## src/rtl/absdiff_unpack.sv

```systemverilog
// Decodes an (|a-b|, max(a,b), relation) record back into operands a and b.
// The smaller operand is recovered by a bit-serial subtraction taking 8 clocks.
module absdiff_unpack (
   input  logic       clk,
   input  logic       RESET_N,
   input  logic       in_valid,
   output logic       in_ready,
   input  logic [7:0] in_result,
   input  logic [7:0] in_temp,
   input  logic [1:0] in_rel,
   output logic       out_valid,
   input  logic       out_ready,
   output logic [7:0] out_a,
   output logic [7:0] out_b,
   output logic       out_eq,
   output logic       out_err
);

   typedef enum logic [1:0] {IDLE, CALC, DONE} state_t;

   localparam logic [1:0] REL_GT = 2'b01;
   localparam logic [1:0] REL_LT = 2'b10;
   localparam logic [1:0] REL_EQ = 2'b11;

   state_t     state;
   state_t     next_state;

   logic [7:0] res_q;
   logic [7:0] tmp_q;
   logic [1:0] rel_q;
   logic [7:0] min_sr;
   logic [2:0] cnt;
   logic       borrow;

   logic       accept;
   logic       last_bit;
   logic       drain;
   logic       r_bit;
   logic       t_bit;
   logic       diff_bit;
   logic       borrow_next;
   logic [7:0] min_full;

   logic [7:0] dec_a;
   logic [7:0] dec_b;
   logic       dec_eq;
   logic       dec_err;

   assign accept   = (state == IDLE) && in_valid && in_ready;
   assign last_bit = (state == CALC) && (cnt == 3'd7);
   assign drain    = (state == DONE) && out_ready;

   // One full-subtractor slice of temp - result, walking LSB to MSB.
   assign r_bit       = res_q[cnt];
   assign t_bit       = tmp_q[cnt];
   assign diff_bit    = t_bit ^ r_bit ^ borrow;
   assign borrow_next = (~t_bit & (r_bit | borrow)) | (t_bit & r_bit & borrow);
   assign min_full    = {diff_bit, min_sr[7:1]};

   always_ff @(posedge clk or negedge RESET_N) begin
      if (!RESET_N) begin
         state <= IDLE;
      end else begin
         state <= next_state;
      end
   end

   always_comb begin
      next_state = state;
      case (state)
         IDLE:    if (accept)   next_state = CALC;
         CALC:    if (last_bit) next_state = DONE;
         DONE:    if (out_ready) next_state = IDLE;
         default: next_state = IDLE;
      endcase
   end

   always_ff @(posedge clk or negedge RESET_N) begin
      if (!RESET_N) begin
         res_q  <= 8'h00;
         tmp_q  <= 8'h00;
         rel_q  <= 2'b00;
         min_sr <= 8'h00;
         cnt    <= 3'd0;
         borrow <= 1'b0;
      end else if (accept) begin
         res_q  <= in_result;
         tmp_q  <= in_temp;
         rel_q  <= in_rel;
         min_sr <= 8'h00;
         cnt    <= 3'd0;
         borrow <= 1'b0;
      end else if (state == CALC) begin
         min_sr <= min_full;
         cnt    <= cnt + 3'd1;
         borrow <= borrow_next;
      end
   end

   // Final decode uses the last difference bit and borrow straight from the slice.
   always_comb begin
      dec_a   = 8'h00;
      dec_b   = 8'h00;
      dec_eq  = 1'b0;
      dec_err = 1'b1;
      case (rel_q)
         REL_GT: begin
            dec_a   = tmp_q;
            dec_b   = min_full;
            dec_err = borrow_next;
         end
         REL_LT: begin
            dec_a   = min_full;
            dec_b   = tmp_q;
            dec_err = borrow_next;
         end
         REL_EQ: begin
            dec_eq  = 1'b1;
            dec_err = !((tmp_q == 8'hFF) && (res_q == 8'hFF));
         end
         default: begin
            dec_err = 1'b1;
         end
      endcase
   end

   always_ff @(posedge clk or negedge RESET_N) begin
      if (!RESET_N) begin
         in_ready  <= 1'b0;
         out_valid <= 1'b0;
         out_a     <= 8'h00;
         out_b     <= 8'h00;
         out_eq    <= 1'b0;
         out_err   <= 1'b0;
      end else begin
         in_ready <= (next_state == IDLE);
         if (last_bit) begin
            out_valid <= 1'b1;
            out_a     <= dec_a;
            out_b     <= dec_b;
            out_eq    <= dec_eq;
            out_err   <= dec_err;
         end else if (drain) begin
            out_valid <= 1'b0;
         end
      end
   end

endmodule
```

## config.mk

```make
export PLATFORM = sky130hd
export DESIGN_NAME = absdiff_unpack
export DESIGN_NICKNAME = d
export VERILOG_FILES = /design/src/rtl/absdiff_unpack.sv
export SDC_FILE = /design/constraint.sdc
export NUM_CORES = 1
export LEC_CHECK = 0
export BUFFER_PORTS_ARGS = -buffer_cell sky130_fd_sc_hd__buf_4
export CORE_ASPECT_RATIO = 1.5
export CORE_MARGIN = 4
export CORE_UTILIZATION = 30
export DETAILED_ROUTE_END_ITERATION = 8
export HOLD_SLACK_MARGIN = 0.15
export SLEW_MARGIN = 20
export SYNTH_ARGS = -nofsm -noshare
export SYNTH_HDL_FRONTEND = slang
export SYNTH_SLANG_ARGS = --single-unit
```

## constraint.sdc

```tcl
create_clock -name clk -period 6 [get_ports clk]
set_clock_uncertainty 0.15 [all_clocks]
set_input_delay 0 -clock clk [delete_from_list [all_inputs] [get_ports clk]]
set_output_delay 0 -clock clk [all_outputs]
set_load 0.05 [all_outputs]
```

==> metrics.txt, run 1 <==
grt ovf 0; setup TNS 0 ns; # setup viols final 0; Nets 287; status completed; Avg WL per Cell 14.3 microns; crit-path leading delay family multiplexers; reported leakage power 1.39 nW; slowest CP cell mux4_1; die area 0.00946 sq mm; post-route cell area 0.00313 sq mm; Die Span X 80.8 microns; Max Clock Freq 0.401 GHz; fill cell count 755; post-DR vias/cell 4.80; Mapped Nets 230; slew margin rel. 0.577; Inst Count DP 333; PD cells 548 mW/mm^2; first-pass GRT wire length 8.66 mm; synth-to-layout area growth 31.4%; largest net degree at the start of global routing 52; row cnt 39; Synth async-reset ratio 1.00; sequential element share of the synthesized area 0.536; clock latency on the worst-skew pair 0.28 ns; placed instance area 0.00277 sq mm; routed vias 1727; Setup crit end kind register; routability congestion estimate 0.778; Post-synth EDFFs 0; Final Max Slew Viols 0; Tcrit/Tclk final 0.416; Required @ worst endpoint 6.07 ns; most frequent cell after synthesis dfrtp_1; top cell type's share of synthesized area 0.536; worst hold slack 0.142 ns; CP arrival 2.56 ns; synth warn 0; Setup CP Type reg2reg; CTS Buf Count 5; Boundary Pins 42; Max-cap violations 0; Starting Density 0.311; WP buf/inv 0; Port Buf Inserts 41; crit-path max cell delay 0.58 ns; mapped cell area 0.00238 sq mm; Die H 117 microns; core area 0.00766 sq mm; layout cells sized above 1 0.271; Mean Syn Cell Area 11.9 sq um; DR iter-0 viols 108; Setup WS post-layout 3.51 ns; Critical Path Source Type register; All-Layer GR Usage 0.116; Hold WC Path Type in2async; CP cell instances mux4_1, mux2_2, fa_1, nand2b_1, a21oi_1, a22o_1; post-synth cell types 26; Slew @ Worst Pin 0.635 ns; CTS resizes 0; Post-DRT Antenna Nets 0; crit path time final 2.49 ns; final hold violations 0; synthesized flop and latch total 51; hpwl dp 3.62 mm; CTS tree built; number of global-route vias before repair 1754; top post-synthesis cells by count dfrtp_1, nand2_1, mux2_2; CTS Sinks 51; Max clock buf depth 2; initial antenna violation count 0; antenna cells 0; Max VDD drop 0.211 mV; Yosys top cell by area dfrtp_1; Layout Cells excl Fill 360; WL final 5.14 mm; Remaining DRCs 0; RSZ-0062 raised after global routing false; Post-synth top flop dfrtp_1; CTS clock-pin slew for the worst setup and hold paths 0.06 ns; Clock Root Buffer clkbuf_16; Clock H-tree levels 2; most area-consuming cells after synthesis dfrtp_1, mux2_2, a22o_1; Cells after Synth 201; crit path max fanout 6; Post-CTS Setup Inserts 0; pre-CTS worst setup slack 3.53 ns; DR pass1 iterations 4
## per-layer routing
metal,routed length [microns],track usage
met4,79,0.0383
met3,172,0.0191
met5,0,0
met1,2270,0.148
met2,2620,0.199
## logic make-up (layout without fill, tap and decap cells)
kind of cell,after synthesis,count (layout),share of synthesized area
fa+ha+maj,7,7,0.0399
simple gates,50,50,0.0919
xor+xnor,1,1,0.00368
buf+inv,16,73,0.0331
flops,51,51,0.536
compound gates,51,51,0.153
mux,25,25,0.143
## area by class of cell
cell class | count | area, sq um | area share
flip-flops and latches | 51 | 1280 | 0.408
inverters | 3 | 11.3 | 0.00360
well taps | 102 | 128 | 0.0408
clock buffers | 6 | 129 | 0.0412
clock inverters | 1 | 30.0 | 0.00959
repair buffers | 63 | 523 | 0.167
multi-input cells | 134 | 1030 | 0.330
## flip-flops by register name, indices dropped and copies added, names as in the netlist, 2 cells and up
| register | flops |
|---|---|
| state | 2 |
| rel_q | 2 |
| tmp_q | 8 |
| out_b | 8 |
| res_q | 8 |
| cnt | 3 |
| out_a | 8 |
| min_sr | 7 |
## path summary, 6_finish.rpt
check	cells past startpoint	endpoint	from	slack, ns
max	6	out_b[7]$_DFFE_PN0P_	cnt[0]$_DFFE_PN0P_	3.51
min	2	out_a[0]$_DFFE_PN0P_	RESET_N	0.14
max reg2reg	6	out_b[7]$_DFFE_PN0P_	cnt[0]$_DFFE_PN0P_	3.51
min reg2reg	1	out_a[1]$_DFFE_PN0P_	out_a[1]$_DFFE_PN0P_	0.36
max in group asynchronous	2	out_valid$_DFFE_PN0P_	RESET_N	5.14
min in group clk	5	cnt[0]$_DFFE_PN0P_	in_valid	0.23
## cells in the final DEF (no fill, tap or decap), types with 6 or more instances in the layout
cell | netlist | routed
a21oi_1 | 14 | 14
a22o_1 | 16 | 16
a22oi_1 | 14 | 14
buf_4 | 1 | 43
dfrtp_1 | 51 | 51
dlygate4sd3_1 | 0 | 20
ha_1 | 6 | 6
mux2_2 | 20 | 20
nand2_1 | 23 | 23
nor2_1 | 17 | 17
## stage by stage
step | utilization | power (mW)
detailed placement | 0.362 | 1.41
finish | 0.409 | 1.72
CTS | 0.409 | 1.73
floorplan | - | 1.20
global route | 0.409 | 1.83
global placement | 0.362 | 1.39
## where the power goes
part | total [mW] | leakage [nW] | internal, mW | switching [mW]
registers | 0.642 | 0.646 | 0.491 | 0.152
clock network | 0.308 | 0.0769 | 0.195 | 0.113
logic | 0.767 | 0.669 | 0.333 | 0.434
## timing repair
action | CTS | global route
setup endpoints to repair | 0 | 0
endpoints found under the hold margin | 72 | 0
hold buffers | 20 | 0
No activity file was read; power rests on OpenSTA's default activity.
==> run 2: changes to the inputs <==
==> constraint.sdc (replaced) <==
create_clock -name clk -period 2.46 [get_ports clk]
set_clock_uncertainty 0.15 [all_clocks]
set_input_delay 0 -clock clk [delete_from_list [all_inputs] [get_ports clk]]
set_output_delay 0 -clock clk [all_outputs]
set_load 0.05 [all_outputs]
==> run 2 against run 1 <==
Effect of this change: register-to-register slack got worse by 3.4 ns; sequential share of layout area fell by 1.2 points; die area did not move; sequential power rose by 130%; total power rose to 2.5 times the previous value; count of clock-buffer cells in the layout did not move; first-iteration DRC count fell by 33%; utilization rose by 1.3 points; wire length rose by 2.6%; critical endpoint is now out_a[7]$_DFFE_PN0P_.
==> metrics.txt, run 2 (synthesized netlist as in run 1, its figures left out) <==
r2r setup slk 0.1 ns (-3.41 ns); PD cells 1350 mW/mm^2 (+150%); Required @ worst endpoint 2.49 ns (-3.58 ns); WL final 5.28 mm (+2.6%); Setup crit end kind register; Setup WS post-layout 0.0988 ns (-3.41 ns); CTS Sinks 51 (unchanged); post-DR vias/cell 4.75 (-0.90%); CTS clock-pin slew for the worst setup and hold paths 0.07 ns (about the same); routability congestion estimate 0.804 (+3.3%); Max VDD drop 0.484 mV (+130%); antenna cells 0 (unchanged); worst reg2reg path depth 6 (unchanged); routed vias 1759 (+1.9%); Hold WC Path Type in2async; Inst Count DP 342 (+2.7%); hpwl dp 3.77 mm (+4.0%); Slew @ Worst Pin 0.630 ns (-0.00506 ns); synth-to-layout area growth 35.5%; # setup viols final 0 (unchanged); Port Buf Inserts 41 (unchanged); layout cells sized above 1 0.321 (+0.0496); largest net degree at the start of global routing 52 (unchanged); Setup CP Type reg2reg; Post-CTS Setup Inserts 0 (unchanged); RSZ-0062 raised after global routing false; Critical Path Source Type register; reported leakage power 1.44 nW (+3.6%); Max Clock Freq 0.424 GHz (+5.6%); Setup crit end out_a[7]$_DFFE_PN0P_; RR Endpoint out_a[7]$_DFFE_PN0P_; DR pass1 iterations 4 (unchanged); initial antenna violation count 0 (unchanged); Starting Density 0.311 (unchanged); crit path time final 2.36 ns (-0.132 ns); Layout Cells excl Fill 370 (+2.8%); DR iter-0 viols 72 (-33%); Avg WL per Cell 14.3 microns (-0.17%); number of global-route vias before repair 1752 (-0.11%); first-pass GRT wire length 8.67 mm (+0.16%); die area 0.00946 sq mm (unchanged); Die H 117 microns (unchanged); pre-CTS worst setup slack 0.00776 ns (-3.52 ns); Nets 296 (+3.1%); Remaining DRCs 0 (unchanged); Final Util 0.421 (+0.0126); Die Span X 80.8 microns (unchanged); grt ovf 0 (unchanged); final hold violations 0 (unchanged); Max clock buf depth 2 (unchanged); commonest non-fill, non-tap cells in the layout buf_4, dfrtp_1, nand2_1; setup TNS 0 ns (unchanged); CP Launch Point cnt[0]$_DFFE_PN0P_; status completed; Boundary Pins 42 (unchanged); crit path max fanout 5 (-1); Clock H-tree levels 2 (unchanged); Clock Root Buffer clkbuf_16; Max-cap violations 0 (unchanged); core area 0.00766 sq mm (unchanged); Post-DRT Antenna Nets 0 (unchanged); fill cell count 740 (-2.0%); commonest non-fill, non-tap cell in the layout buf_4; slew margin rel. 0.580 (+0.00337); CP arrival 2.39 ns (-0.17 ns); CTS Buf Count 5 (unchanged); All-Layer GR Usage 0.121 (+0.00497); row cnt 39 (unchanged); R2R Path Start cnt[0]$_DFFE_PN0P_; total power 4.37 mW (+150%); clock latency on the worst-skew pair 0.29 ns (about the same); CTS tree built; Tcrit/Tclk final 0.960 (+0.544); Final Max Slew Viols 0 (unchanged)
[run 2: power breakdown]
group | switching (mW) | internal (mW) | total, mW | leakage [nW]
clock network | 0.294 | 0.506 | 0.800 | 0.0868
logic | 1.16 | 0.915 | 2.08 | 0.710
registers | 0.296 | 1.20 | 1.49 | 0.645
total | 1.75 | 2.62 | 4.37 | 1.44
[run 2: worst min-delay path by stage]
| stage | endpoint | slack, ns | depth (start not counted) |
|---|---|---|---|
| final | out_b[2]$_DFFE_PN0P_ | 0.12 | 2 |
| after global routing | out_b[0]$_DFFE_PN0P_ | 0.20 | 2 |
| after CTS | out_b[2]$_DFFE_PN0P_ | 0.15 | 2 |
| after detailed placement | out_a[1]$_DFFE_PN0P_ | -0.08 | 1 |
| after global placement | out_a[1]$_DFFE_PN0P_ | -0.09 | 1 |
| after floorplan | borrow$_DFFE_PN0P_ | -0.45 | 0 |
[run 2: stage by stage]
stage	hold slack, ns	area [sq um]
6_report	0.115	3230
3_3_place_gp	-0.0885	2850
2_1_floorplan	-0.446	2380
3_5_place_dp	-0.0826	2850
5_1_grt	0.201	3230
4_1_cts	0.155	3230
[run 2: cell type report]
type                            count  area, sq um  share of cell area
Multi-Input combinational cell    134         1030               0.320
Timing Repair Buffer               72          603               0.187
Inverter                            3         11.3             0.00349
Clock buffer                        6          139              0.0430
Tap cell                          102          128              0.0396
Sequential cell                    51         1280               0.396
Clock inverter                      2         35.0              0.0109
[run 2: metal layers]
layer  part of all wire  global-route usage  up-vias
li1                   -                   -      867
met1               0.42               0.149      848
met2               0.52               0.203       35
met3              0.034              0.0253        9
met4              0.026              0.0541        0
met5                  0                   0        -
[run 2: worst max-delay path: stages (launching register included)]
cell,delay (ns)
dfrtp_2,0.43
mux4_2,0.51
mux2_2,0.29
fa_1,0.52
nand2b_1,0.13
a21oi_2,0.06
a22o_1,0.17
[run 2: repair_timing]
item,in CTS,in global routing
endpoints found under the hold margin,72,0
gates resized for setup,1,4
endpoints found under the setup margin,1,2
pin swaps,0,1
hold buffers,20,0
==> run 3: changes to the inputs <==
--- a/config.mk
+++ b/config.mk
@@ -10,6 +10,7 @@
 export CORE_MARGIN = 4
 export CORE_UTILIZATION = 30
 export DETAILED_ROUTE_END_ITERATION = 8
+export GPL_TIMING_DRIVEN = 0
 export HOLD_SLACK_MARGIN = 0.15
 export SLEW_MARGIN = 20
 export SYNTH_ARGS = -nofsm -noshare
==> run 3 against run 2 <==
Effect of this change: fmax down 3.3%; clock power down 9.3%; worst hold slack better by 0.0039 ns; critical path depth increased by 1; first-iteration DRC count grew 74%; largest power group unchanged; highest routed layer unchanged.
==> metrics.txt, run 3 (synthesized netlist as in run 1, its figures left out) <==
pre-CTS worst setup slack -0.0209 ns (-0.0286 ns); commonest non-fill, non-tap cells in the layout dfrtp_1, buf_4, nand2_1; layout cells sized above 1 0.305 (-0.0154); routed vias 1785 (+1.5%); PD cells 1350 mW/mm^2 (-0.51%); first-pass GRT wire length 9.16 mm (+5.6%); post-route cell area 0.00322 sq mm (-0.15%); largest net degree at the start of global routing 52 (unchanged); All-Layer GR Usage 0.126 (+0.00493); post-DR vias/cell 4.73 (-0.41%); Layout Cells excl Fill 377 (+1.9%); WL final 5.45 mm (+3.2%); Max clock buf depth 2 (unchanged); Final Max Slew Viols 0 (unchanged); Required @ worst endpoint 2.49 ns (about the same); crit path time final 2.44 ns (+0.0808 ns); DR iter-0 viols 125 (+74%); setup TNS 0 ns (unchanged); Slew @ Worst Pin 0.642 ns (+0.0121 ns); number of global-route vias before repair 1816 (+3.7%); Die Span X 80.8 microns (unchanged); Avg WL per Cell 14.5 microns (+1.3%); # setup viols final 0 (unchanged); initial antenna violation count 0 (unchanged); DR pass1 iterations 4 (unchanged); Max-cap violations 0 (unchanged); crit path max fanout 5 (unchanged); CTS Sinks 51 (unchanged); Port Buf Inserts 41 (unchanged); Clock H-tree levels 2 (unchanged); Post-DRT Antenna Nets 0 (unchanged); routability congestion estimate 0.781 (-2.8%); Setup CP Type reg2reg; core area 0.00766 sq mm (unchanged); Critical Path Source Type register; antenna cells 0 (unchanged); Nets 303 (+2.4%); status completed; worst hold slack 0.119 ns (+0.00387 ns); Inst Count DP 344 (+0.58%); reported leakage power 1.45 nW (+0.23%); CP arrival 2.48 ns (+0.09 ns); grt ovf 0 (unchanged); CTS Buf Count 5 (unchanged); Die H 117 microns (unchanged); placed instance area 0.00282 sq mm (-1.2%); Remaining DRCs 0 (unchanged); final hold violations 0 (unchanged); Setup WS post-layout 0.0181 ns (-0.0808 ns); Max Clock Freq 0.410 GHz (-3.3%); Setup crit end kind register; clock latency on the worst-skew pair 0.29 ns (about the same); Hold WC Path Type in2async; synth-to-layout area growth 35.2%; Clock Root Buffer clkbuf_16; row cnt 39 (unchanged); commonest non-fill, non-tap cell in the layout dfrtp_1; hpwl dp 3.97 mm (+5.5%); Tcrit/Tclk final 0.993 (+0.0328); CTS clock-pin slew for the worst setup and hold paths 0.06 ns (about the same); slew margin rel. 0.572 (-0.00804); RSZ-0062 raised after global routing true; die area 0.00946 sq mm (unchanged); Starting Density 0.311 (unchanged); CTS tree built; Max VDD drop 0.410 mV (-15%); Boundary Pins 42 (unchanged)
run 3: cell types whose count changed in the layout (fill, tap and decap cells not counted), moves of 2 or more:
cell / delta
a21oi_1: +2
buf_4: -6
a21oi_2: -2
clkbuf_1: +6
buf_2: +6
dlygate4sd3_1: +2
run 3: where the power goes:
part | internal, mW | total, mW | switching [mW]
combinational | 0.952 | 2.07 | 1.12
sequential | 1.20 | 1.54 | 0.342
clock | 0.433 | 0.726 | 0.292
total | 2.58 | 4.34 | 1.76
run 3: worst paths after layout:
check                                startpoint                   end  slack (ns)  depth (start not counted)
min reg2reg                out_b[3]$_DFFE_PN0P_  out_b[3]$_DFFE_PN0P_        0.36                          1
max in group asynchronous               RESET_N    cnt[1]$_DFFE_PN0P_        1.56                          2
max                          cnt[0]$_DFFE_PN0P_  out_a[7]$_DFFE_PN0P_        0.02                          7
min                                     RESET_N  out_b[4]$_DFFE_PN0P_        0.12                          2
min in group clk                       in_valid    state[0]$_DFF_PN0_        0.22                          5
max reg2reg                  cnt[0]$_DFFE_PN0P_  out_a[7]$_DFFE_PN0P_        0.02                          7
run 3: cell type report:
class	count	area [sq um]
Fill cell	775	4440
Sequential cell	51	1280
Multi-Input combinational cell	134	1030
Timing Repair Buffer	66	551
Clock buffer	8	156
Tap cell	102	128
Buffer	13	67.6
Inverter	3	11.3
run 3: worst max-delay path: stages, from the launching register on:
cell and delay, ns:
dfrtp_1 0.36, buf_6 0.14, mux4_2 0.50, mux2_4 0.29, fa_1 0.52, nand2b_4 0.12
a21oi_1 0.06, a22o_1 0.19
run 3: layer usage:
metal	up-vias	routed length (microns)	share of wire	GRT usage
met2	33	2870	0.53	0.220
met3	7	220	0.040	0.0291
li1	880	-	-	-
met4	0	97	0.018	0.0507
met1	865	2260	0.41	0.147
met5	-	0	0	0
run 3: per-stage QoR:
| stage | power (mW) | utilization |
|---|---|---|
| after detailed placement | 3.50 | 0.368 |
| after floorplan | 2.92 | - |
| final | 4.34 | 0.421 |
| after global placement | 3.45 | 0.368 |
| after CTS | 4.32 | 0.418 |
| after global routing | 4.65 | 0.421 |
run 3: what timing repair did:
action | 4_1_cts | 5_1_grt
setup endpoints to repair | 2 | 2
pin swaps | 0 | 1
hold buffers | 22 | 0
resized for setup | 2 | 3
hold endpoints to repair | 72 | 0
buffers inserted | 1 | 2
